==> config.mk <==
export PLATFORM = sky130hd
export DESIGN_NAME = mac_operand_fifo
export DESIGN_NICKNAME = d
export VERILOG_FILES = /design/src/rtl/mac_operand_fifo.sv
export SDC_FILE = /design/constraint.sdc
export NUM_CORES = 1
export LEC_CHECK = 0
export ABC_AREA = 1
export CORE_MARGIN = 3
export CORE_UTILIZATION = 52
export CTS_CLUSTER_DIAMETER = 50
export DETAILED_ROUTE_END_ITERATION = 7
export GPL_TIMING_DRIVEN = 1
export PLACE_DENSITY_LB_ADDON = 0.1
export SYNTH_ARGS = -nofsm -noshare
export SYNTH_HDL_FRONTEND = slang
export SYNTH_SLANG_ARGS = --single-unit
==> constraint.sdc <==
create_clock -name clk -period 2.2 [get_ports clk]
set_clock_uncertainty 0.1 [all_clocks]
set_input_delay 0.33 -clock clk [delete_from_list [all_inputs] [get_ports clk]]
set_output_delay 0.33 -clock clk [all_outputs]
set_load 0.01 [all_outputs]
==> src/rtl/mac_operand_fifo.sv <==
// mac_operand_fifo: DEPTH-entry valid/ready FIFO of (A, B) operand pairs feeding the MAC stage.
// Head operands read as zero whenever the FIFO is empty, so a stalled MAC sees cleared inputs.
module mac_operand_fifo #(
    parameter int WIDTH = 8,
    parameter int DEPTH = 4,
    localparam int CW = $clog2(DEPTH) + 1
) (
    input  logic             clk,
    input  logic             reset,
    input  logic             flush,
    input  logic             in_valid,
    output logic             in_ready,
    input  logic [WIDTH-1:0] in_a,
    input  logic [WIDTH-1:0] in_b,
    output logic             out_valid,
    input  logic             out_ready,
    output logic [WIDTH-1:0] out_a,
    output logic [WIDTH-1:0] out_b,
    output logic [CW-1:0]    count,
    output logic             full,
    output logic             empty
);

    localparam int AW = $clog2(DEPTH);

    logic [2*WIDTH-1:0] mem [DEPTH];
    logic [AW-1:0]      wp;
    logic [AW-1:0]      rp;
    logic [CW-1:0]      count_q;
    logic               push;
    logic               pop;
    logic [2*WIDTH-1:0] head;

    // Flags come from the registered count; no pass-through when full.
    assign full      = (count_q == CW'(DEPTH));
    assign empty     = (count_q == '0);
    assign in_ready  = !full;
    assign out_valid = !empty;
    assign count     = count_q;

    assign push = in_valid && in_ready;
    assign pop  = out_valid && out_ready;

    assign head  = empty ? '0 : mem[rp];
    assign out_a = head[2*WIDTH-1:WIDTH];
    assign out_b = head[WIDTH-1:0];

    always_ff @(posedge clk) begin
        if (reset || flush) begin
            wp      <= '0;
            rp      <= '0;
            count_q <= '0;
        end else begin
            if (push) begin
                wp <= wp + AW'(1);
            end
            if (pop) begin
                rp <= rp + AW'(1);
            end
            if (push && !pop) begin
                count_q <= count_q + CW'(1);
            end else if (pop && !push) begin
                count_q <= count_q - CW'(1);
            end
        end
    end

    // Storage is never reset; stale entries are hidden by the empty-forces-zero read.
    always_ff @(posedge clk) begin
        if (push && !reset && !flush) begin
            mem[wp] <= {in_a, in_b};
        end
    end

endmodule

After elaboration in Yosys (flattened, before gate mapping)
Memory sizes are Yosys's and may differ from the RTL's. A register that Yosys moved wholly into a read port is not among the register bits.
Cells that the tools add are included.
Widths: inputs -> output; s select.
{ "totals": {"out_inout_bits": 23, "memories": 1, "inputBits": 21, "elab_cells": 31, "ram_bits": 64, "register_bits": 7} }
{ "memory_table": {"columns": ["name", "depth", "word_bits", "rd", "rd_clocked_by_memory_dff", "write_ports", "line_no", "source"], "rows": [
  ["mem", 4, 16, 1, 1, 1, "26", "logic [2*WIDTH-1:0] mem [DEPTH];"]
]} }
{ "classes": {"reduce_logical": 15, "mux": 7, "eq_ne": 1, "add_sub_neg": 4} }
{ "ops": {"columns": ["cell", "count"], "rows": [
  ["$mux 16", 1],
  ["$logic_and 1x1->1", 6],
  ["$logic_not 1->1", 6],
  ["$mux 3", 2],
  ["$add 2x1->2 const B", 2],
  ["$mux 2", 2],
  ["$add 3x1->3 const B", 1],
  ["$eq 3x3->1 const B", 1],
  ["$logic_not 3->1", 1],
  ["$sub 3x1->3 const B", 1],
  ["$mux 1", 2],
  ["$reduce_bool 2->1", 1],
  ["$logic_or 1x1->1", 1]
]} }

Depth between registers and ports, before layout
Gate-level depths: netlist of run 1.
{ "depth": {"word_depth": 7, "depth_mapped": 13, "mapped_depth_nobuf": 13} }

Worst setup path after synthesis of run 1
OpenSTA, ideal clock, no wires.
{ "synth_path": {"kind": "reg-to-reg", "from": "register count_q[0], in the netlist count[0]", "to": "memory mem[0][0] (netlist name) (enable)", "t_arrival_ps": 1602, "path_buffers": 0, "stages_incl_launch_ff": 7, "setup_slack_ps": 110, "setup_ps": 389, "synth_period_minus_slack_ps": 2090, "required_time_ps": 1711, "cell_sequence": "dfxtp_1 > nor2_4 > nand2_4 > inv_2 > nor2_4 > nand2_1 > nor2_1"} }
{ "synth_via": {"elab_chain_len": 7} }
{ "synth_rtl": {"columns": ["element", "line_no", "source"], "rows": [
  ["start: declaration", "29", "logic [CW-1:0] count_q;"],
  ["start signal: assignment", "61", "count_q <= count_q + CW'(1);"],
  ["start signal: assignment", "63", "count_q <= count_q - CW'(1);"],
  ["$eq 3x3->1", "35", "assign full = (count_q == CW'(DEPTH));"],
  ["$logic_not 1->1", "37", "assign in_ready = !full;"],
  ["via in_ready", "12", "output logic in_ready,"],
  ["$logic_and 1x1->1", "41", "assign push = in_valid && in_ready;"],
  ["via push", "30", "logic push;"],
  ["$logic_and 1x1->1 (2 in a row)", "70", "if (push && !reset && !flush) begin"],
  ["$mux 1", "70", null],
  ["$mux 1 (not written as such)", "71", "mem[wp] <= {in_a, in_b};"],
  ["end: declaration", "26", null]
]} }
The timed path passes the listed nets, and every way through them passes these cells.

Final worst setup path of run 1
{ "layout_path": {"from": "register count_q[1], in the netlist count[1]", "to": "output empty"} }
{ "layout_via": {"elab_chain_len": 1} }
{ "layout_rtl": {"columns": ["element", "line_no", "source"], "rows": [
  ["$logic_not 3->1", "36", "assign empty = (count_q == '0);"],
  ["end: declaration", "21", "output logic empty"]
]} }
Every way passes these cells.

==> impl_metrics.yaml, run 1 <==
run_status:
  outcome: "finished clean"
clock_tree:
  htreeDepth: 3
  clk_latency_ns: 0.33
  clockBufferDepth: 2
  path_clk_slew_ns: 0.07
  clock-sinks: 73
  root_buffer: "clkbuf_8"
  cts_made_buffers: 9
  cts_setup_buffers: 0
  cts_tree: "built"
grt:
  grt_pass1_wl_microns: 9810
  grt_max_degree: 33
  antenna_found_initial: 0
  grt_pass1_vias: 2048
  grt_use_total_pct: 18.5
  grt.overflow.total: 0
sta:
  period_share_pct: 96.2
  slew_headroom_pct: 80.7
  hold_viol: 0
  final_max_slew_viol_count: 0
  finalSetupTns_ns: 0
  fmax_mhz: 472
  fin_crit_ns: 2.12
  worst_pin_slew_ns: 0.289
  rsz0062_at_grt: "false"
  setup_violations: 0
  fin_hold_ws_ns: 0.400
  setup_ws_ns: 0.0832
floorplan:
  die_h_microns: 82.8
  coreArea_sq_um: 5610
  rows: 27
  die_area_sq_um: 6860
  start_util_pct: 54.7
  die_w_microns: 82.8
  io_pins: 44
setup_path:
  start_kind: "flip-flop"
  crit_family: "buffers and inverters"
  crit_slowest_cell: "clkdlybuf4s50_1"
  cp_max_fo: 17
  worstPathArrival_ns: 1.69
  endpoint_kind: "output port"
  cp_cell_sequence: "nor2_4, nand2_4, inv_6, clkdlybuf4s50_1"
  critPathBufInv: 2
  path_class: "reg -> out"
  cp_slowest_stage_delay_ns: 0.56
  cp_data_required_time_ns: 1.77
route:
  wl_per_cell_microns: 15.2
  ant_nets: 0
  num_vias: 2010
  drc: 0
  first_pass_iters: 5
  drt_wl_total_microns: 6000
  viasPerCell: 5.09
  first_iter_violations: 191
layout:
  stdcell_count: 395
  fin_nets: 345
  final_area_sq_um: 3810
  drive_above_1_share_pct: 13.9
  layout-area-overhead-vs-synth_pct: 24.1
  diodes: 0
placement:
  io_buffers: 43
  pre_cts_ws_ns: 0.0517
  gp_congestion: 0.722
  hpwlAfterDp_microns: 3870
  postPlaceCellArea_sq_um: 3610
  numPlacedInstances: 379
logic_synthesis:
  synth_edf_count: 64
  synthTopCellsByArea: "edfxtp_1 (63%), nor2_1 (9.1%), dfxtp_1 (5.9%)"
  syn_area_sq_um: 3070
  synthDistinctLibCells: 22
  async_reset_ff_share_pct: 0
  ys.flop_type: "edfxtp_1"
  yosys.area.top_type: "edfxtp_1"
  synth-seq-cells: 73
  ys_warn_count: 0
  synth_top_area_share_pct: 62.6
  yosysSeqAreaShare_pct: 68.5
  synth.avg_cell_area_sq_um: 11.8
  ys_top_cells_by_count: "nor2_1 (74), edfxtp_1 (64), o21ai_1 (30)"
  syn-instance-count: 261
  synth_fp_nets: 288
  synth.most_common_cell: "nor2_1"
pwr:
  p_leak_nw: 1.43
  p_sw_w: 0.000707
  p_per_area_nw_per_um2: 787
  p_int_w: 0.00229
  vdd_drop_max_mv: 0.636
  p_clk_share_pct: 35.3
  p_sw_share_pct: 23.6
  seq_power_share_pct: 51.8
  p_comb_share_pct: 13.0
run:
  max_cap_violations: 0
worst_hold_path:
  min_path_type: "reg -> reg"
-- per-layer routing --
layer | vias up | wire (microns) | track usage [%]
met4 | 0 | 38 | 9.81
li1 | 1008 | - | -
met5 | - | 0 | 0
met1 | 939 | 2560 | 22.6
met3 | 4 | 378 | 4.17
met2 | 59 | 3030 | 30.5
-- layout by cell type, fill, tap and decap left out, types with 4 or more instances in the layout --
cell type	netlist	final
clkdlybuf4s50_1	0	27
a21oi_1	22	22
dfxtp_1	9	4
nor2_1	74	74
o21ai_1	30	30
edfxtp_1	64	64
dfxtp_2	0	4
inv_1	13	13
nand3_1	4	4
dlygate4sd2_1	0	14
buf_4	2	11
nand2_1	14	14
ha_1	5	5
clkbuf_8	0	11
-- flip-flops by register name, indices dropped and copies added (netlist names), named ones only --
signal / flops
rp: 2
wp: 2
mem: 64
count: 3
-- layout make-up --
type	instances	area, sq um
Tap cell	72	90.1
Clock inverter	4	51.3
Multi-Input combinational cell	159	771
Sequential cell	73	2110
Inverter	18	80.1
Clock buffer	12	155
Timing Repair Buffer	57	551
Fill cell	443	1800
-- power by group through the flow --
stage / combinational (W) / sequential, W / clock [W]
6_report: 0.000388 / 0.00155 / 0.00106
5_1_grt: 0.000428 / 0.00155 / 0.00113
4_1_cts: 0.000391 / 0.00155 / 0.00108
3_5_place_dp: 0.000419 / 0.00158 / 0
3_3_place_gp: 0.000410 / 0.00158 / 0
2_1_floorplan: 0.000218 / 0.00158 / 0
-- stage by stage --
| stage | utilization, % | total power (W) |
|---|---|---|
| after global placement | 64.4 | 0.00199 |
| final | 67.9 | 0.00300 |
| after CTS | 67.9 | 0.00302 |
| after detailed placement | 64.4 | 0.00200 |
| after floorplan | - | 0.00180 |
| after global routing | 67.9 | 0.00311 |
-- worst register-to-register path: cells and delay by family (launching register included) --
family        cells  cell delay [ns]
buf+inv           2             0.14
simple gates      8             0.63
fa+ha+maj         2             0.55
flops             1             0.36
-- final timing paths --
check / start / endpoint / slack [ns] / cells after the start
setup / recovery: count[1] / empty / 0.08 / 4
hold reg to reg: rp[1] / flip-flop / 0.40 / 2
setup reg to reg: count[1] / count[2] / 0.31 / 12
hold / removal: rp[1] / flip-flop / 0.40 / 2
-- kinds of logic (layout without fill, tap and decap cells) --
| kind of cell | after synthesis | after routing | share of synthesized area (%) |
|---|---|---|---|
| simple gates | 98 | 98 | 13.3 |
| xor+xnor | 1 | 1 | 0.285 |
| fa+ha+maj | 6 | 6 | 2.69 |
| flops | 73 | 73 | 68.5 |
| compound gates | 54 | 54 | 8.81 |
| buf+inv | 29 | 91 | 6.40 |
-- timing repair --
action / in CTS / in global routing
hold buffers: 0 / 0
cloned: 0 / 0
endpoints found under the setup margin: 17 / 3
gates resized for setup: 23 / 4
Power figures use the tool's default switching activity.
==> run 2: changes to the inputs <==
--- a/config.mk
+++ b/config.mk
@@ -7,4 +7,5 @@
 export LEC_CHECK = 0
 export ABC_AREA = 1
+export ABC_CLOCK_PERIOD_IN_PS = 2200
 export CORE_MARGIN = 3
 export CORE_UTILIZATION = 52
@@ -16,2 +17,3 @@
 export SYNTH_HDL_FRONTEND = slang
 export SYNTH_SLANG_ARGS = --single-unit
+export TNS_END_PERCENT = 5
==> constraint.sdc (replaced) <==
create_clock -name clk -period 2.2 [get_ports clk]
set_clock_uncertainty 0.1 [all_clocks]
set_input_delay 0.44 -clock clk [delete_from_list [all_inputs] [get_ports clk]]
set_output_delay 0.44 -clock clk [all_outputs]
set_load 0.01 [all_outputs]
==> run 2 against run 1 <==
Compared with the run above: sequential share of layout area fell by 1.4 points; critical path depth did not move; global-route usage fell by 0.62 points; core utilization up 1.7 points; cell count grew 1.3%; maximum frequency is 0.91% higher; combinational power increased by 4%; non-clock buffer count grew 5; worst hold slack about the same; via count decreased by 0.90%; critical path type unchanged.
==> impl_metrics.yaml, run 2 (synthesis gave the netlist of run 1 again) <==
sta:
  slew_headroom_pct: 82.4
  setup_violations: 0
  hold_viol: 0
  worst_pin_slew_ns: 0.263
  final_max_slew_viol_count: 0
  fin_hold_ws_ns: 0.400
  fmax_mhz: 477
  period_share_pct: 95.4
  rsz0062_at_grt: "true"
  fin_crit_ns: 2.10
  setup_ws_ns: 0.102
placement:
  hpwlAfterDp_microns: 3900
  postPlaceCellArea_sq_um: 3660
  numPlacedInstances: 384
  gp_congestion: 0.767
  io_buffers: 43
  pre_cts_ws_ns: -0.0696
route:
  first_pass_iters: 4
  ant_nets: 0
  viasPerCell: 4.98
  num_vias: 1992
  drc: 0
  first_iter_violations: 79
  wl_per_cell_microns: 14.4
  drt_wl_total_microns: 5760
setup_path:
  r2r-start: "count[1]"
  endpoint_kind: "output port"
  worst_r2r_endpoint: "count[2]"
  r2r_slack_ns: 0.30
  worstPathArrival_ns: 1.56
  reg2regPathDepth: 12
  path_class: "reg -> out"
  cp_data_required_time_ns: 1.66
  start_kind: "flip-flop"
  cp_max_fo: 6
clock_tree:
  clockBufferDepth: 2
  clk_latency_ns: 0.32
  cts_setup_buffers: 0
  path_clk_slew_ns: 0.07
  clock-sinks: 73
  root_buffer: "clkbuf_8"
  cts_made_buffers: 9
  cts_tree: "built"
  htreeDepth: 3
worst_hold_path:
  hold_end: "rp[0]"
  min_from: "rp[0]"
  min_path_type: "reg -> reg"
  holdPathStages: 2
layout:
  multiInputGateArea_sq_um: 771
  fin_nets: 350
  stdcell_count: 400
  layout-area-overhead-vs-synth_pct: 27.1
  largest_reg_flops: 64
  seqCellArea_sq_um: 2110
  layout_common_cells: "nor2_1 (74), edfxtp_1 (64), o21ai_1 (30)"
  final_common_cell: "nor2_1"
  diodes: 0
  drive_above_1_share_pct: 15.2
  largest_register: "mem"
  final_util_pct: 69.6
  nFillCells: 420
  final_area_sq_um: 3900
floorplan:
  io_pins: 44
  coreArea_sq_um: 5610
  die_w_microns: 82.8
  start_util_pct: 54.7
  die_h_microns: 82.8
  die_area_sq_um: 6860
  rows: 27
grt:
  grt_pass1_vias: 1979
  antenna_found_initial: 0
  grt.overflow.total: 0
  grt_pass1_wl_microns: 9560
  grt_max_degree: 18
  grt_use_total_pct: 17.8
run_status:
  outcome: "finished clean"
pwr:
  vdd_drop_max_mv: 0.975
  p_leak_nw: 1.48
  p_per_area_nw_per_um2: 823
run:
  max_cap_violations: 0
==> run 2: cell types whose count changed in the layout (fill, tap and decap cells not counted) <==
cell and change:
bufinv_16 +2, clkdlybuf4s15_1 +4, dlymetal6s2s_1 +2, clkinvlp_4 -1, clkbuf_2 +2, buf_12 +1, inv_8 +1, dfxtp_2 -2
inv_6 -1, clkbuf_8 -1, clkdlybuf4s50_1 -1, dlygate4sd2_1 -7, dfxtp_1 +2, buf_4 +4
==> run 2: area by class of cell <==
| type | instances | share of cell area (%) |
|---|---|---|
| clock buffers | 11 | 3.62 |
| clock inverters | 5 | 2.66 |
| inverters | 18 | 2.12 |
| multi-input cells | 159 | 19.8 |
| flip-flops and latches | 73 | 54.0 |
| well taps | 72 | 2.31 |
| repair buffers | 62 | 15.5 |
==> run 2: timing repair <==
action / in CTS / in global routing
gates resized for setup: 19 / 16
setup endpoints to repair: 17 / 10
hold buffers: 0 / 0
==> run 2: layer usage <==
| layer | vias up | part of all wire (%) | global-route usage, % |
|---|---|---|---|
| li1 | 1014 | - | - |
| met5 | - | 0 | 0 |
| met1 | 943 | 46 | 22.7 |
| met2 | 31 | 50 | 30.2 |
| met3 | 4 | 3.8 | 3.47 |
| met4 | 0 | 0.76 | 6.84 |
==> run 2: worst max-delay path by stage <==
| stage | start | cells past startpoint | endpoint |
|---|---|---|---|
| global placement | in_valid | 12 | count[2] |
| CTS | flip-flop | 5 | out_b[5] |
| detailed placement | in_valid | 12 | count[2] |
| finish | count[1] | 4 | full |
| global route | flip-flop | 6 | out_a[5] |
| floorplan | count[0] | 6 | mem[0][0] |
==> run 2: report_power, final <==
group,internal [W],switching (W),leakage [nW]
Combinational,0.000185,0.000219,0.705
Clock,0.000785,0.000472,0.124
Sequential,0.00153,0.0000176,0.653
Total,0.00250,0.000708,1.48
==> run 2: critical path, cell delays in order, from the launching register on <==
cell	delay, ns
dfxtp_2	0.36
nor2_4	0.17
nand2_4	0.09
inv_2	0.08
clkdlybuf4s50_1	0.54
==> run 2: through the flow <==
step / setup TNS, ns / total power (W)
6_report: 0 / 0.00321
5_1_grt: -0.0103 / 0.00334
4_1_cts: -0.254 / 0.00322
3_5_place_dp: -0.0805 / 0.00201
3_3_place_gp: -0.0150 / 0.00200
2_1_floorplan: 0 / 0.00180
